[src/rtl/dbu_btn_pkg.sv]
// Shared types and constants for the debug-unit button conditioner.
// Optional auto-repeat is selected with the BTN_AUTOREPEAT_EN macro.
package dbu_btn_pkg;

    typedef enum logic [1:0] {
        IDLE,
        PRESS_CHK,
        HELD,
        REL_CHK
    } btn_state_e;

    localparam int BTN_CNT_W = 24;

    localparam int BTN_STEP = 0;
    localparam int BTN_INC  = 1;
    localparam int BTN_DEC  = 2;

endpackage

[src/rtl/dbu_btn_ch.sv]
// One button channel: 2-flop synchroniser, debounce counter and press FSM.
// With BTN_AUTOREPEAT_EN defined, a held button also emits periodic repeat pulses.
module dbu_btn_ch
    import dbu_btn_pkg::*;
#(
    parameter int unsigned DB_CNT  = 1_000_000,
    parameter int unsigned RPT_DLY = 50_000_000,
    parameter int unsigned RPT_PER = 10_000_000
) (
    input  logic clk,
    input  logic rst,
    input  logic raw,
    input  logic rpt_en,
    output logic level,
    output logic pulse
);

    localparam logic [BTN_CNT_W-1:0] CNT_TOP = BTN_CNT_W'(DB_CNT - 1);

    logic [1:0]           sync;
    logic                 s;
    logic [BTN_CNT_W-1:0] cnt;
    btn_state_e           state;

    assign s = sync[1];

`ifdef BTN_AUTOREPEAT_EN
    localparam int unsigned RPT_MAX = (RPT_DLY > RPT_PER) ? RPT_DLY : RPT_PER;
    localparam int          RPT_W   = $clog2(RPT_MAX + 1);
    localparam logic [RPT_W-1:0] DLY_TOP = RPT_W'(RPT_DLY - 1);
    localparam logic [RPT_W-1:0] PER_TOP = RPT_W'(RPT_PER - 1);

    logic [RPT_W-1:0] rpt_cnt;
    logic             rpt_rep;   // first repeat already issued: use the shorter period
`else
    localparam int unsigned unused_rpt_prm = RPT_DLY + RPT_PER;
    logic unused_rpt;
    assign unused_rpt = rpt_en;
`endif

    // NOTE: all state here uses non-blocking assignments so every register
    // samples the pre-edge values; the async reset clears the synchroniser too.
    always_ff @(posedge clk or negedge rst) begin
        if (!rst) begin
            sync  <= '0;
            cnt   <= '0;
            state <= IDLE;
            level <= 1'b0;
            pulse <= 1'b0;
`ifdef BTN_AUTOREPEAT_EN
            rpt_cnt <= '0;
            rpt_rep <= 1'b0;
`endif
        end else begin
            sync  <= {sync[0], raw};
            pulse <= 1'b0;
            case (state)
                IDLE: begin
                    if (s) begin
                        cnt   <= '0;
                        state <= PRESS_CHK;
                    end
                end
                PRESS_CHK: begin
                    if (!s) begin
                        state <= IDLE;
                    end else if (cnt == CNT_TOP) begin
                        state <= HELD;
                        level <= 1'b1;
                        pulse <= 1'b1;
                    end else if (cnt != '1) begin
                        cnt <= cnt + 1'b1;
                    end
                end
                HELD: begin
                    if (!s) begin
                        cnt   <= '0;
                        state <= REL_CHK;
`ifdef BTN_AUTOREPEAT_EN
                        rpt_cnt <= '0;
                        rpt_rep <= 1'b0;
                    end else if (rpt_en) begin
                        if (rpt_cnt == (rpt_rep ? PER_TOP : DLY_TOP)) begin
                            pulse   <= 1'b1;
                            rpt_cnt <= '0;
                            rpt_rep <= 1'b1;
                        end else begin
                            rpt_cnt <= rpt_cnt + 1'b1;
                        end
`endif
                    end
                end
                REL_CHK: begin
                    if (s) begin
                        state <= HELD;
                    end else if (cnt == CNT_TOP) begin
                        state <= IDLE;
                        level <= 1'b0;
                    end else if (cnt != '1) begin
                        cnt <= cnt + 1'b1;
                    end
                end
                default: state <= IDLE;
            endcase
        end
    end

endmodule

[src/rtl/dbu_btn_cond.sv]
// Button conditioner for the DBU step/inc/dec inputs: N_BTN independent channels.
// Define BTN_AUTOREPEAT_EN to enable per-channel auto-repeat gated by rpt_mask.
module dbu_btn_cond
    import dbu_btn_pkg::*;
#(
    parameter int          N_BTN   = 3,
    parameter int unsigned DB_CNT  = 1_000_000,
    parameter int unsigned RPT_DLY = 50_000_000,
    parameter int unsigned RPT_PER = 10_000_000
) (
    input  logic             clk,
    input  logic             rst,
    input  logic [N_BTN-1:0] btn_raw,
    input  logic [N_BTN-1:0] rpt_mask,
    output logic [N_BTN-1:0] btn_level,
    output logic [N_BTN-1:0] btn_pulse
);

    for (genvar i = 0; i < N_BTN; i++) begin : g_ch
        dbu_btn_ch #(
            .DB_CNT  (DB_CNT),
            .RPT_DLY (RPT_DLY),
            .RPT_PER (RPT_PER)
        ) u_ch (
            .clk    (clk),
            .rst    (rst),
            .raw    (btn_raw[i]),
            .rpt_en (rpt_mask[i]),
            .level  (btn_level[i]),
            .pulse  (btn_pulse[i])
        );
    end

endmodule

[config.mk]
export PLATFORM = sky130hd
export DESIGN_NAME = dbu_btn_cond
export DESIGN_NICKNAME = d
export VERILOG_FILES = /design/src/rtl/dbu_btn_pkg.sv /design/src/rtl/dbu_btn_ch.sv /design/src/rtl/dbu_btn_cond.sv
export SDC_FILE = /design/constraint.sdc
export NUM_CORES = 1
export LEC_CHECK = 0
export BUFFER_PORTS_ARGS = -buffer_cell sky130_fd_sc_hd__buf_2
export CAP_MARGIN = 10
export CORE_ASPECT_RATIO = 1.2
export CORE_UTILIZATION = 59
export CTS_CLUSTER_DIAMETER = 80
export DETAILED_ROUTE_END_ITERATION = 7
export HOLD_SLACK_MARGIN = 0.05
export PLACE_DENSITY = 0.76
export REMOVE_ABC_BUFFERS = 1
export SLEW_MARGIN = 15
export SYNTH_ARGS = -nofsm -noshare
export SYNTH_HDL_FRONTEND = slang
export SYNTH_SLANG_ARGS = --single-unit
[constraint.sdc]
create_clock -name clk -period 2.77 [get_ports clk]
set_input_delay 0.554 -clock clk [delete_from_list [all_inputs] [get_ports clk]]
set_output_delay 0.554 -clock clk [all_outputs]
set_load 0.01 [all_outputs]
# After elaboration in Yosys (flattened, before gate mapping)
# Cells that the tools add are included.
# classes
n_addsub	3
n_mux	66
eq_ne	39
n_reduce_logical	15
# ops
op	n
24-bit two-way mux	18
24-bit case mux with 4 select lines	3
24-bit by 1-bit adder with 24-bit output, second input constant	3
24-bit by 20-bit equality test with 1-bit output, second input constant	3
24-bit != test, second input constant	3
2-bit two-way mux	18
2-bit by 1-bit != test with 1-bit output, second input constant	12
2-bit case mux with 4 select lines	3
4-bit AND reduction	6
1-bit two-way mux	21
5-bit AND reduction	3
2-bit equality test, second input constant	6
2-bit != test, second input constant	6
3-bit by 1-bit != test with 1-bit output, second input constant	3
3-bit != test, second input constant	3
2-bit by 1-bit equality test with 1-bit output, second input constant	3
2-bit logical NOT	3
1-bit case mux with 2 select lines	3
2-bit nonzero test	3
# totals
ff_bits	90
input_bits	8
wordCells	138
out_inout_bits	6

# Longest topological paths before layout
# Gate-level depths: netlist of run 1.
# logic_depth
ltp_word	5
mapped_depth	8
mapped_depth_nobuf	7

# Cells and area by module
# A second synthesis of run 1 with hierarchy kept.
# hier_totals
hier_cells	557
hier_area_um2	5296.3
# by_module_without_submodules
mod	area_each_um2	cells_each	seq_area_each_um2	instances
dbu_btn_ch (g_ch[0].u_ch ...)	1740.4	185	750.7	2
dbu_btn_ch (g_ch[2].u_ch)	1815.5	187	750.7	1

# Worst setup path after synthesis of run 1
# No wires, ideal clock.
# synth_timing
kind	register to register
startpoint	reg g_ch[2].u_ch.cnt[0]
endpoint	reg g_ch[2].u_ch.cnt[14]
arrival_ns	1.892
setup_time_ns	0.126
path_buffers	1
slack_ns	0.752
stages_incl_launch_ff	8
period_less_slack_ns	2.018
t_required_ns	2.644
cell_sequence	dfrtp_1 -> ha_1 -> and3_1 -> nand3_1 -> o31ai_4 -> or2_2 -> buf_2 -> a221o_1
# synth_via
elab_chain_cells	5
elab_cells_between_ends	8
cone_classes	add/sub (1); eq/ne (2); mux (5)
# synth_lines
item	line	source
start, declared	dbu_btn_ch.sv:22	logic [BTN_CNT_W-1:0] cnt;
start signal, assigned	dbu_btn_ch.sv:72	cnt <= cnt + 1'b1;
start signal, assigned	dbu_btn_ch.sv:100	cnt <= cnt + 1'b1;
24-bit by 1-bit adder with 24-bit output or 24-bit != test (tied branches)	-	
24-bit two-way mux	dbu_btn_ch.sv:71, dbu_btn_ch.sv:99	
24-bit two-way mux *	dbu_btn_ch.sv:67	end else if (cnt == CNT_TOP) begin
24-bit two-way mux (on tied branches)	dbu_btn_ch.sv:94, dbu_btn_ch.sv:65	
24-bit case mux with 4 select lines *	dbu_btn_ch.sv:57	case (state)
# Mark *: on every way between the ends. The rest lies on a longest branch, timed or not. The select of a mux whose other input is x is not followed.
# A chain may end at the register's enable or synchronous reset.

# Worst setup path after layout of run 1
# layout_timing
startpoint	reg g_ch[1].u_ch.cnt[0]
endpoint	reg g_ch[1].u_ch.cnt[8]
# layout_via
elab_chain_cells	5
elab_cells_between_ends	8
cone_classes	add/sub (1); eq/ne (2); mux (5)
# layout_lines
item	line
start, declared	dbu_btn_ch.sv:22
start signal, assigned	dbu_btn_ch.sv:72
start signal, assigned	dbu_btn_ch.sv:100
24-bit by 1-bit adder with 24-bit output or 24-bit != test (tied branches)	-
24-bit two-way mux	dbu_btn_ch.sv:71, dbu_btn_ch.sv:99
24-bit two-way mux *	dbu_btn_ch.sv:67
24-bit two-way mux (on tied branches)	dbu_btn_ch.sv:94, dbu_btn_ch.sv:65
24-bit case mux with 4 select lines *	dbu_btn_ch.sv:57
# Marked as above.

==> results of run 1 <==
[how the worst max path moves through the flow]
stage	start	end	slack, ns
6_report	g_ch[1].u_ch.cnt[0]$_DFFE_PN0P_	g_ch[1].u_ch.cnt[8]$_DFFE_PN0P_	0.36
5_1_grt	g_ch[1].u_ch.cnt[0]$_DFFE_PN0P_	g_ch[1].u_ch.cnt[8]$_DFFE_PN0P_	0.18
4_1_cts	g_ch[1].u_ch.cnt[0]$_DFFE_PN0P_	g_ch[1].u_ch.cnt[8]$_DFFE_PN0P_	0.35
3_5_place_dp	g_ch[1].u_ch.cnt[0]$_DFFE_PN0P_	g_ch[1].u_ch.cnt[3]$_DFFE_PN0P_	0.37
3_3_place_gp	g_ch[1].u_ch.cnt[0]$_DFFE_PN0P_	g_ch[1].u_ch.cnt[3]$_DFFE_PN0P_	0.45
2_1_floorplan	g_ch[2].u_ch.state[0]$_DFFE_PN0P_	g_ch[2].u_ch.cnt[21]$_DFFE_PN0P_	0.07
[report_power, final]
group	switching [W]	internal (W)	total [W]
Sequential	0.0000554	0.00135	0.00141
Combinational	0.000109	0.0000705	0.000180
Clock	0.000475	0.000441	0.000917
[through the flow]
step                      area (um2)  total power [W]  utilization [%]  instances
after detailed placement        5513         0.001612            63.34        686
after CTS                       5717         0.002523            65.68        702
final                           5717         0.002502            65.68        702
after global placement          5513         0.001600            63.34        686
after global routing            5717         0.002604            65.68        702
after floorplan                 5161         0.001519                -        543
[registers in the layout, summed over array words and instances (netlist names), named ones only]
register,flops
g_ch.u_ch.state,3
g_ch.u_ch.pulse,3
g_ch.u_ch.cnt,72
g_ch.u_ch.sync,6
g_ch.u_ch.level,3
[routing by layer]
metal / up-vias / global-route usage (%) / wire length [um]
met2: 115 / 45.22 / 5936
met1: 2226 / 36.09 / 5263
li1: 2205 / - / -
met4: 0 / 12.81 / 260
met3: 21 / 3.649 / 410
met5: - / 0 / 0
[area by class of cell]
type | instances | share of cell area [%]
Multi-Input combinational cell | 438 | 50.03
Sequential cell | 90 | 39.40
Timing Repair Buffer | 26 | 3.458
Tap cell | 117 | 2.561
Clock buffer | 10 | 2.408
Clock inverter | 6 | 1.160
Inverter | 15 | 0.9849
[synth_stat cells (7+ instances only)]
cell type / count
dfrtp_1: 90
nand2_1: 58
nand3_1: 42
o21ai_0: 33
nor2_1: 28
and3_1: 18
nand4_1: 18
nor3_1: 18
clkbuf_1: 16
nor4_1: 16
inv_1: 15
a21oi_1: 14
a22o_1: 12
nand3b_1: 12
nor4b_1: 12
nand2b_1: 9
a31oi_1: 8
and2_1: 8
buf_4: 8
o221ai_1: 8
o31ai_1: 8
xnor2_1: 8
a221o_1: 7
buf_2: 7
[kinds of logic after synthesis]
group / count (synthesis) / synth area share, %
simple gates: 288 / 31.17
buf+inv: 49 / 4.584
compound gates: 131 / 18.48
xor+xnor: 10 / 1.778
mux: 6 / 1.193
flops: 90 / 42.10
fa+ha+maj: 3 / 0.7017
==> impl_metrics.py, run 1 <==
metrics = {
    "sta": {
        "rsz0062_at_grt": "no",
        "layout_min_cycle_time_ns": 2.415,
        "whs_ns": 0.1433,
        "max_freq_ghz": 0.4141,
        "tightest_slew_ns": 0.7624,
        "setup_ws_ns": 0.3552,
        "finalCritPeriodShare_pct": 87.18,
        "setup_violations": 0,
        "tns_ns": 0,
        "finalMaxSlewViolations": 0,
        "worst_clock_skew_ns": 0.01162,
        "max_slew_margin_pct": 48.53,
        "hold_viol_final": 0,
    },
    "yosys": {
        "synth_top_cells_by_area": "dfrtp_1 (42%), nand2_1 (4.1%), nand3_1 (3.9%), o21ai_0 (3.1%), and3_1 (2.1%)",
        "ys_seq_area_share_pct": 42.10,
        "synth_top_cell_area_share_pct": 42.10,
        "avgSynthCellArea_um2": 9.272,
        "yosysWarnings": 0,
        "yosysTopAreaCell": "dfrtp_1",
        "netlist_instances": 577,
        "synth_edf_count": 0,
        "ys_ff_latch": 90,
        "ys_types": 63,
        "ys.flop_type": "dfrtp_1",
        "async_flop_share_pct": 100.0,
        "synth_area_um2": 5350,
    },
    "clocking": {
        "cts_max_level": 3,
        "cts_resized": 0,
        "hold_buffers": 0,
        "post_cts_buffers": 0,
        "cts_buffer_depth": 2,
        "cts_inserted_buffers": 9,
        "cts_tree": "yes",
        "clk_pin_slew_worst_paths_ns": 0.09,
        "clock_latency_ns": 0.36,
        "root_buffer": "clkbuf_8",
        "cts.sinks": 90,
    },
    "floorplanning": {
        "die_w_um": 88.93,
        "fp.coreArea_um2": 8703,
        "fp.dieArea_um2": 9455,
        "ioPinCount": 14,
        "start_util_pct": 61.47,
        "fp-row-count": 37,
        "fp.dieH_um": 106.3,
    },
    "global_route": {
        "grt_max_degree": 56,
        "gr-total-overflow": 0,
        "grt_pass1_vias": 4417,
        "grt_pass1_wl_um": 20450,
        "antenna_found_initial": 0,
        "grt_use_total_pct": 27.62,
    },
    "finish": {
        "diodes": 0,
        "seq_area_um2": 2252,
        "most-common-layout-cells": "dfrtp_1 (90), nand2_1 (58), nand3_1 (42)",
        "nNetsFinal": 591,
        "layout-drive-gt1-share_pct": 11.62,
        "nFillCells": 734,
        "final_common_cell": "dfrtp_1",
        "syn2layout_area_growth_pct": 6.852,
        "multiInputGateArea_um2": 2860,
    },
    "job": {
        "cap_violations": 0,
    },
    "critical_path": {
        "cp.buffers_inverters": 2,
        "cp_cell_sequence": "ha_1 > inv_1 > or3_1 > o31ai_4 > buf_4 > nor2_1 > a31o_2",
        "cp.depth": 7,
        "critPathKind": "reg2reg",
        "slowest_stage": "dfrtp_1",
        "crit_path_max_incr_delay_ns": 0.45,
        "cp_data_arrival_time_ns": 2.67,
        "rr_endpoint": "g_ch[1].u_ch.cnt[8]$_DFFE_PN0P_",
        "reg2reg_depth": 7,
        "crit_family": "compound AO/OA/AOI/OAI gates",
        "regToRegStartpoint": "g_ch[1].u_ch.cnt[0]$_DFFE_PN0P_",
        "required_ns": 3.03,
        "ff2ff_setup_slack_ns": 0.36,
        "cp-start-kind": "flop",
        "path_max_fanout": 12,
        "cp-end-kind": "flop",
    },
    "drt": {
        "num_vias": 4567,
        "first_pass_iters": 6,
        "wire_per_inst_um": 16.91,
        "routed_via_density": 6.506,
        "drt_iter0_drc": 338,
        "wl_um": 11870,
        "drtAntennaViolNets": 0,
        "remaining_drc_errors": 0,
    },
    "place": {
        "dp_hpwl_um": 8216,
        "place.gp.congestion": 0.8644,
        "portBuffers": 10,
        "dp_slack_ns": 0.3743,
    },
    "power": {
        "vdd_ir_drop_max_v": 0.0003379,
        "leakagePower_nw": 2.323,
        "p_per_area_nw_per_um2": 437.6,
    },
    "run_status": {
        "status": "finished clean",
    },
    "min_path": {
        "hold_path_class": "in2async",
    },
}
Power figures use the tool's default switching activity.
==> inputs of run 2 (changes only) <==
--- a/config.mk
+++ b/config.mk
@@ -9,6 +9,7 @@
 export CAP_MARGIN = 10
 export CORE_ASPECT_RATIO = 1.2
 export CORE_UTILIZATION = 59
+export CTS_BUF_LIST = sky130_fd_sc_hd__clkbuf_16
 export CTS_CLUSTER_DIAMETER = 80
 export DETAILED_ROUTE_END_ITERATION = 7
 export HOLD_SLACK_MARGIN = 0.05
==> impl_metrics.py, run 2 (same netlist as run 1, synthesis figures left out) <==
metrics = {
    "floorplanning": {
        "fp.dieArea_um2": 9455,
        "die_w_um": 88.93,
        "start_util_pct": 61.47,
        "fp.dieH_um": 106.3,
        "ioPinCount": 14,
        "fp.coreArea_um2": 8703,
        "fp-row-count": 37,
    },
    "finish": {
        "syn2layout_area_growth_pct": 8.559,
        "fin_cells": 702,
        "most-common-layout-cells": "dfrtp_1 (90), nand2_1 (58), nand3_1 (42)",
        "largest_register_ffs": 72,
        "diodes": 0,
        "top_regs": "g_ch.u_ch.cnt: 72 flops, g_ch.u_ch.sync: 6 flops",
        "fin_area_um2": 5808,
        "final_common_cell": "dfrtp_1",
        "layout-drive-gt1-share_pct": 11.45,
        "largest-register": "g_ch.u_ch.cnt",
        "nNetsFinal": 591,
    },
    "sta": {
        "worst_clock_skew_ns": 0.007936,
        "finalCritPeriodShare_pct": 87.93,
        "max_slew_margin_pct": 46.64,
        "rsz0062_at_grt": "no",
        "layout_min_cycle_time_ns": 2.436,
        "tightest_slew_ns": 0.7904,
        "hold_viol_final": 0,
        "max_freq_ghz": 0.4106,
        "finalMaxSlewViolations": 0,
        "tns_ns": 0,
        "setup_violations": 0,
    },
    "clocking": {
        "cts_buffer_depth": 2,
        "post_cts_buffers": 0,
        "cts.sinks": 90,
        "cts_inserted_buffers": 9,
        "cts_tree": "yes",
        "clk_pin_slew_worst_paths_ns": 0.07,
        "clock_latency_ns": 0.34,
        "cts_resized": 0,
        "cts_max_level": 3,
        "hold_buffers": 0,
        "root_buffer": "clkbuf_16",
    },
    "drt": {
        "wire_per_inst_um": 17.21,
        "routed_via_density": 6.568,
        "remaining_drc_errors": 0,
        "drt_iter0_drc": 313,
        "num_vias": 4611,
        "wl_um": 12080,
        "drtAntennaViolNets": 0,
        "first_pass_iters": 5,
    },
    "power": {
        "internal_power_w": 0.002118,
        "p_comb_share_pct": 6.5,
        "total_power_w": 0.002794,
        "p_sw_w": 0.0006764,
        "leakagePower_nw": 2.364,
        "power_frac_seq_pct": 50.4,
        "vdd_ir_drop_max_v": 0.0003545,
        "switching_share_pct": 24.21,
        "p_per_area_nw_per_um2": 481.1,
        "p_clk_share_pct": 43.2,
    },
    "critical_path": {
        "regToRegStartpoint": "g_ch[1].u_ch.cnt[0]$_DFFE_PN0P_",
        "crit_path_max_incr_delay_ns": 0.45,
        "cp-end-kind": "flop",
        "cp-start-kind": "flop",
        "path_max_fanout": 12,
        "cp_cell_sequence": "ha_1 > inv_1 > or3_1 > o31ai_4 > buf_4 > nor2_1 > a31o_2",
        "required_ns": 3.00,
        "cp-startpoint": "g_ch[1].u_ch.cnt[0]$_DFFE_PN0P_",
        "slowest_stage": "dfrtp_1",
        "critPathKind": "reg2reg",
        "cp.buffers_inverters": 2,
        "cp_data_arrival_time_ns": 2.66,
        "crit_family": "compound AO/OA/AOI/OAI gates",
    },
    "global_route": {
        "grt_pass1_wl_um": 20620,
        "grt_max_degree": 56,
        "grt_pass1_vias": 4453,
        "gr-total-overflow": 0,
        "antenna_found_initial": 0,
        "grt_use_total_pct": 27.79,
    },
    "place": {
        "post-place-cells": 686,
        "placed_area_um2": 5513,
        "dp_hpwl_um": 8216,
        "place.gp.congestion": 0.8644,
        "portBuffers": 10,
    },
    "job": {
        "cap_violations": 0,
    },
    "min_path": {
        "hold_path_class": "in2async",
    },
    "run_status": {
        "status": "finished clean",
    },
}
-- run 2: final timing paths --
check / end / slack (ns) / cells past startpoint
worst max-delay path: g_ch[1].u_ch.cnt[8]$_DFFE_PN0P_ / 0.33 / 7
worst min-delay path: g_ch[1].u_ch.cnt[2]$_DFFE_PN0P_ / 0.18 / 1
worst max register to register: g_ch[1].u_ch.cnt[8]$_DFFE_PN0P_ / 0.33 / 7
worst min register to register: g_ch[0].u_ch.sync[1]$_DFF_PN0_ / 0.35 / 0
max in group asynchronous: g_ch[1].u_ch.cnt[12]$_DFFE_PN0P_ / 1.94 / 2
min in group clk: g_ch[0].u_ch.sync[0]$_DFF_PN0_ / 0.32 / 1
-- run 2: per-layer routing --
metal / vias up / track usage (%) / share of wire (%)
li1: 2207 / - / -
met1: 2247 / 36.07 / 43
met2: 129 / 45.55 / 50
met3: 28 / 3.727 / 4.2
met4: 0 / 13.15 / 2.8
met5: - / 0 / 0
-- run 2: worst register-to-register path: cells and delay by family, from the launching register on --
kind | cells | cell delay, ns
adders and majority gates | 1 | 0.26
buffers and inverters | 2 | 0.37
and+or+nand+nor | 2 | 0.54
AOI/OAI and AO/OA | 2 | 0.70
DFF | 1 | 0.45
-- run 2: area by class of cell --
| cell class | count | area [um2] |
|---|---|---|
| fill | 721 | 2895 |
| multi-input combinational | 438 | 2860 |
| sequential | 90 | 2252 |
| clock buffer | 9 | 225.2 |
| timing repair buffer | 26 | 197.7 |
| tap | 117 | 146.4 |
| clock inverter | 7 | 70.07 |
| inverter | 15 | 56.30 |
-- run 2: stage by stage --
stage / util, % / hold slack [ns] / worst slack [ns]
finish: 66.73 / 0.1766 / 0.3343
detailed placement: 63.34 / 0.3355 / 0.3743
CTS: 66.73 / 0.1853 / 0.3548
global route: 66.73 / 0.2136 / 0.1825
floorplan: - / 0.2584 / 0.06974
global placement: 63.34 / 0.3317 / 0.4527
-- run 2: power by group through the flow --
stage	logic [W]	registers, W	clock network (W)
floorplan	0.0000948	0.00142	0
global placement	0.000173	0.00143	0
detailed placement	0.000181	0.00143	0
CTS	0.000182	0.00141	0.00122
global route	0.000203	0.00141	0.00128
finish	0.000181	0.00141	0.00121
==> inputs of run 3 (changes only) <==
--- a/config.mk
+++ b/config.mk
@@ -7,11 +7,12 @@
 export LEC_CHECK = 0
 export BUFFER_PORTS_ARGS = -buffer_cell sky130_fd_sc_hd__buf_2
 export CAP_MARGIN = 10
-export CORE_ASPECT_RATIO = 1.2
+export CORE_ASPECT_RATIO = 0.8
 export CORE_UTILIZATION = 59
 export CTS_BUF_LIST = sky130_fd_sc_hd__clkbuf_16
 export CTS_CLUSTER_DIAMETER = 80
 export DETAILED_ROUTE_END_ITERATION = 7
+export GPL_TIMING_DRIVEN = 0
 export HOLD_SLACK_MARGIN = 0.05
 export PLACE_DENSITY = 0.76
 export REMOVE_ABC_BUFFERS = 1
==> constraint.sdc (replaced) <==
create_clock -name clk -period 2.77 [get_ports clk]
set_input_delay 0.831 -clock clk [delete_from_list [all_inputs] [get_ports clk]]
set_output_delay 0.831 -clock clk [all_outputs]
set_load 0.01 [all_outputs]
==> impl_metrics.py, run 3 (same netlist as run 1, synthesis figures left out) <==
metrics = {
    "finish": {
        "nFillCells": 664,
        "post-route-util_pct": 66.62,
        "largest-register": "g_ch.u_ch.cnt",
        "nNetsFinal": 581,
        "most-common-layout-cells": "dfrtp_1 (89), nand2_1 (58), nand3_1 (42)",
        "final_common_cell": "dfrtp_1",
        "fin_area_um2": 5752,
        "diodes": 0,
        "layout-drive-gt1-share_pct": 9.913,
        "top_regs": "g_ch.u_ch.cnt: 72 flops, g_ch.u_ch.sync: 6 flops",
        "syn2layout_area_growth_pct": 7.507,
        "largest_register_ffs": 72,
    },
    "sta": {
        "finalMaxSlewViolations": 0,
        "max_freq_ghz": 0.3947,
        "tns_ns": 0,
        "finalCritPeriodShare_pct": 91.47,
        "setup_ws_ns": 0.2361,
        "whs_ns": 0.3512,
        "tightest_slew_ns": 1.168,
        "hold_viol_final": 0,
        "worst_clock_skew_ns": 0.005713,
        "rsz0062_at_grt": "no",
        "max_slew_margin_pct": 22.15,
        "setup_violations": 0,
        "layout_min_cycle_time_ns": 2.534,
    },
    "clocking": {
        "clock_latency_ns": 0.34,
        "cts_inserted_buffers": 9,
        "cts_tree": "yes",
        "root_buffer": "clkbuf_16",
        "clk_pin_slew_worst_paths_ns": 0.06,
        "cts_buffer_depth": 2,
        "cts_max_level": 3,
        "cts.sinks": 90,
    },
    "drt": {
        "wl_um": 11730,
        "num_vias": 4586,
        "routed_via_density": 6.675,
        "remaining_drc_errors": 0,
        "first_pass_iters": 5,
        "wire_per_inst_um": 17.07,
        "drt_iter0_drc": 424,
        "drtAntennaViolNets": 0,
    },
    "critical_path": {
        "cp-start-kind": "flop",
        "path_max_fanout": 39,
        "cp-startpoint": "g_ch[2].u_ch.state[0]$_DFFE_PN0P_",
        "required_ns": 2.97,
        "cp-end-kind": "flop",
        "ff2ff_setup_slack_ns": 0.24,
        "critPathKind": "reg2reg",
        "cp_data_arrival_time_ns": 2.73,
        "regToRegStartpoint": "g_ch[2].u_ch.state[0]$_DFFE_PN0P_",
    },
    "place": {
        "place.gp.congestion": 0.8652,
        "portBuffers": 10,
        "placed_area_um2": 5396,
        "dp_slack_ns": -0.7019,
        "dp_hpwl_um": 7569,
    },
    "global_route": {
        "gr-total-overflow": 0,
        "grt_max_degree": 59,
        "grt_use_total_pct": 27.21,
        "antenna_found_initial": 0,
        "grt_pass1_wl_um": 20340,
        "grt_pass1_vias": 4309,
    },
    "floorplanning": {
        "fp.dieH_um": 87.18,
        "fp.coreArea_um2": 8633,
        "fp-row-count": 30,
        "ioPinCount": 14,
        "die_w_um": 108.5,
        "fp.dieArea_um2": 9455,
        "start_util_pct": 61.97,
    },
    "min_path": {
        "holdCritStartpoint": "g_ch[1].u_ch.sync[0]$_DFF_PN0_",
        "hold_path_class": "reg2reg",
    },
    "power": {
        "p_per_area_nw_per_um2": 480.8,
        "vdd_ir_drop_max_v": 0.0003618,
        "leakagePower_nw": 2.300,
    },
    "run_status": {
        "status": "finished clean",
    },
    "job": {
        "cap_violations": 0,
    },
}
## run 3: changes by cell type in the layout (fill, tap and decap cells not counted), sizes merged
cell | previous run | this run
buf | 26 | 14
o31ai | 10 | 12
inv | 15 | 17
clkinvlp | 3 | 1
## run 3: final timing paths
path                       cells after the start                          endpoint
min in group asynchronous                      1  g_ch[1].u_ch.cnt[19]$_DFFE_PN0P_
min                                            0    g_ch[1].u_ch.sync[1]$_DFF_PN0_
max reg2reg                                    5  g_ch[2].u_ch.cnt[21]$_DFFE_PN0P_
min reg2reg                                    0    g_ch[1].u_ch.sync[1]$_DFF_PN0_
max in group asynchronous                      2  g_ch[2].u_ch.cnt[15]$_DFFE_PN0P_
max                                            5  g_ch[2].u_ch.cnt[21]$_DFFE_PN0P_
## run 3: power breakdown
group / switching, W / internal, W / leakage [nW]
clock: 0.000498 / 0.000689 / 0.145
sequential: 0.0000695 / 0.00135 / 1.23
combinational: 0.0000929 / 0.0000637 / 0.927
total: 0.000660 / 0.00211 / 2.30
## run 3: repair_timing
| action | in CTS | in global routing |
|---|---|---|
| gates cloned | 1 | 1 |
| setup endpoints to repair | 25 | 32 |
| gates resized for setup | 2 | 4 |
| pin swaps | 1 | 2 |
| setup buffers | 0 | 2 |
| endpoints found under the hold margin | 0 | 0 |
| hold buffers | 0 | 0 |
## run 3: layer usage
layer	part of all wire [%]	vias to the layer above	track usage (%)
li1	-	2192	-
met1	48	2236	37.84
met4	1.6	0	9.951
met3	4.8	21	5.460
met5	0	-	0
met2	46	137	42.23
## run 3: per-stage QoR
step | instances | total power, W
after detailed placement | 667 | 0.001596
after global routing | 687 | 0.002868
final | 687 | 0.002765
after global placement | 665 | 0.001581
after floorplan | 543 | 0.001519
after CTS | 684 | 0.002785
## run 3: cell type report
cell class / instances / area, um2 / share of cell area [%]
multi-input combinational: 440 / 2909 / 50.58
sequential: 90 / 2256 / 39.22
clock buffer: 9 / 225.2 / 3.916
tap: 112 / 140.1 / 2.436
timing repair buffer: 14 / 102.6 / 1.784
clock inverter: 7 / 62.56 / 1.088
inverter: 15 / 56.30 / 0.9789
## run 3: worst max-delay path, stage by stage, from the launching register on
cell and delay (ns):
dfrtp_4 0.65, nor4bb_1 0.35, nand4_1 0.37, o31ai_4 0.48, or2_4 0.36, o311ai_0 0.17
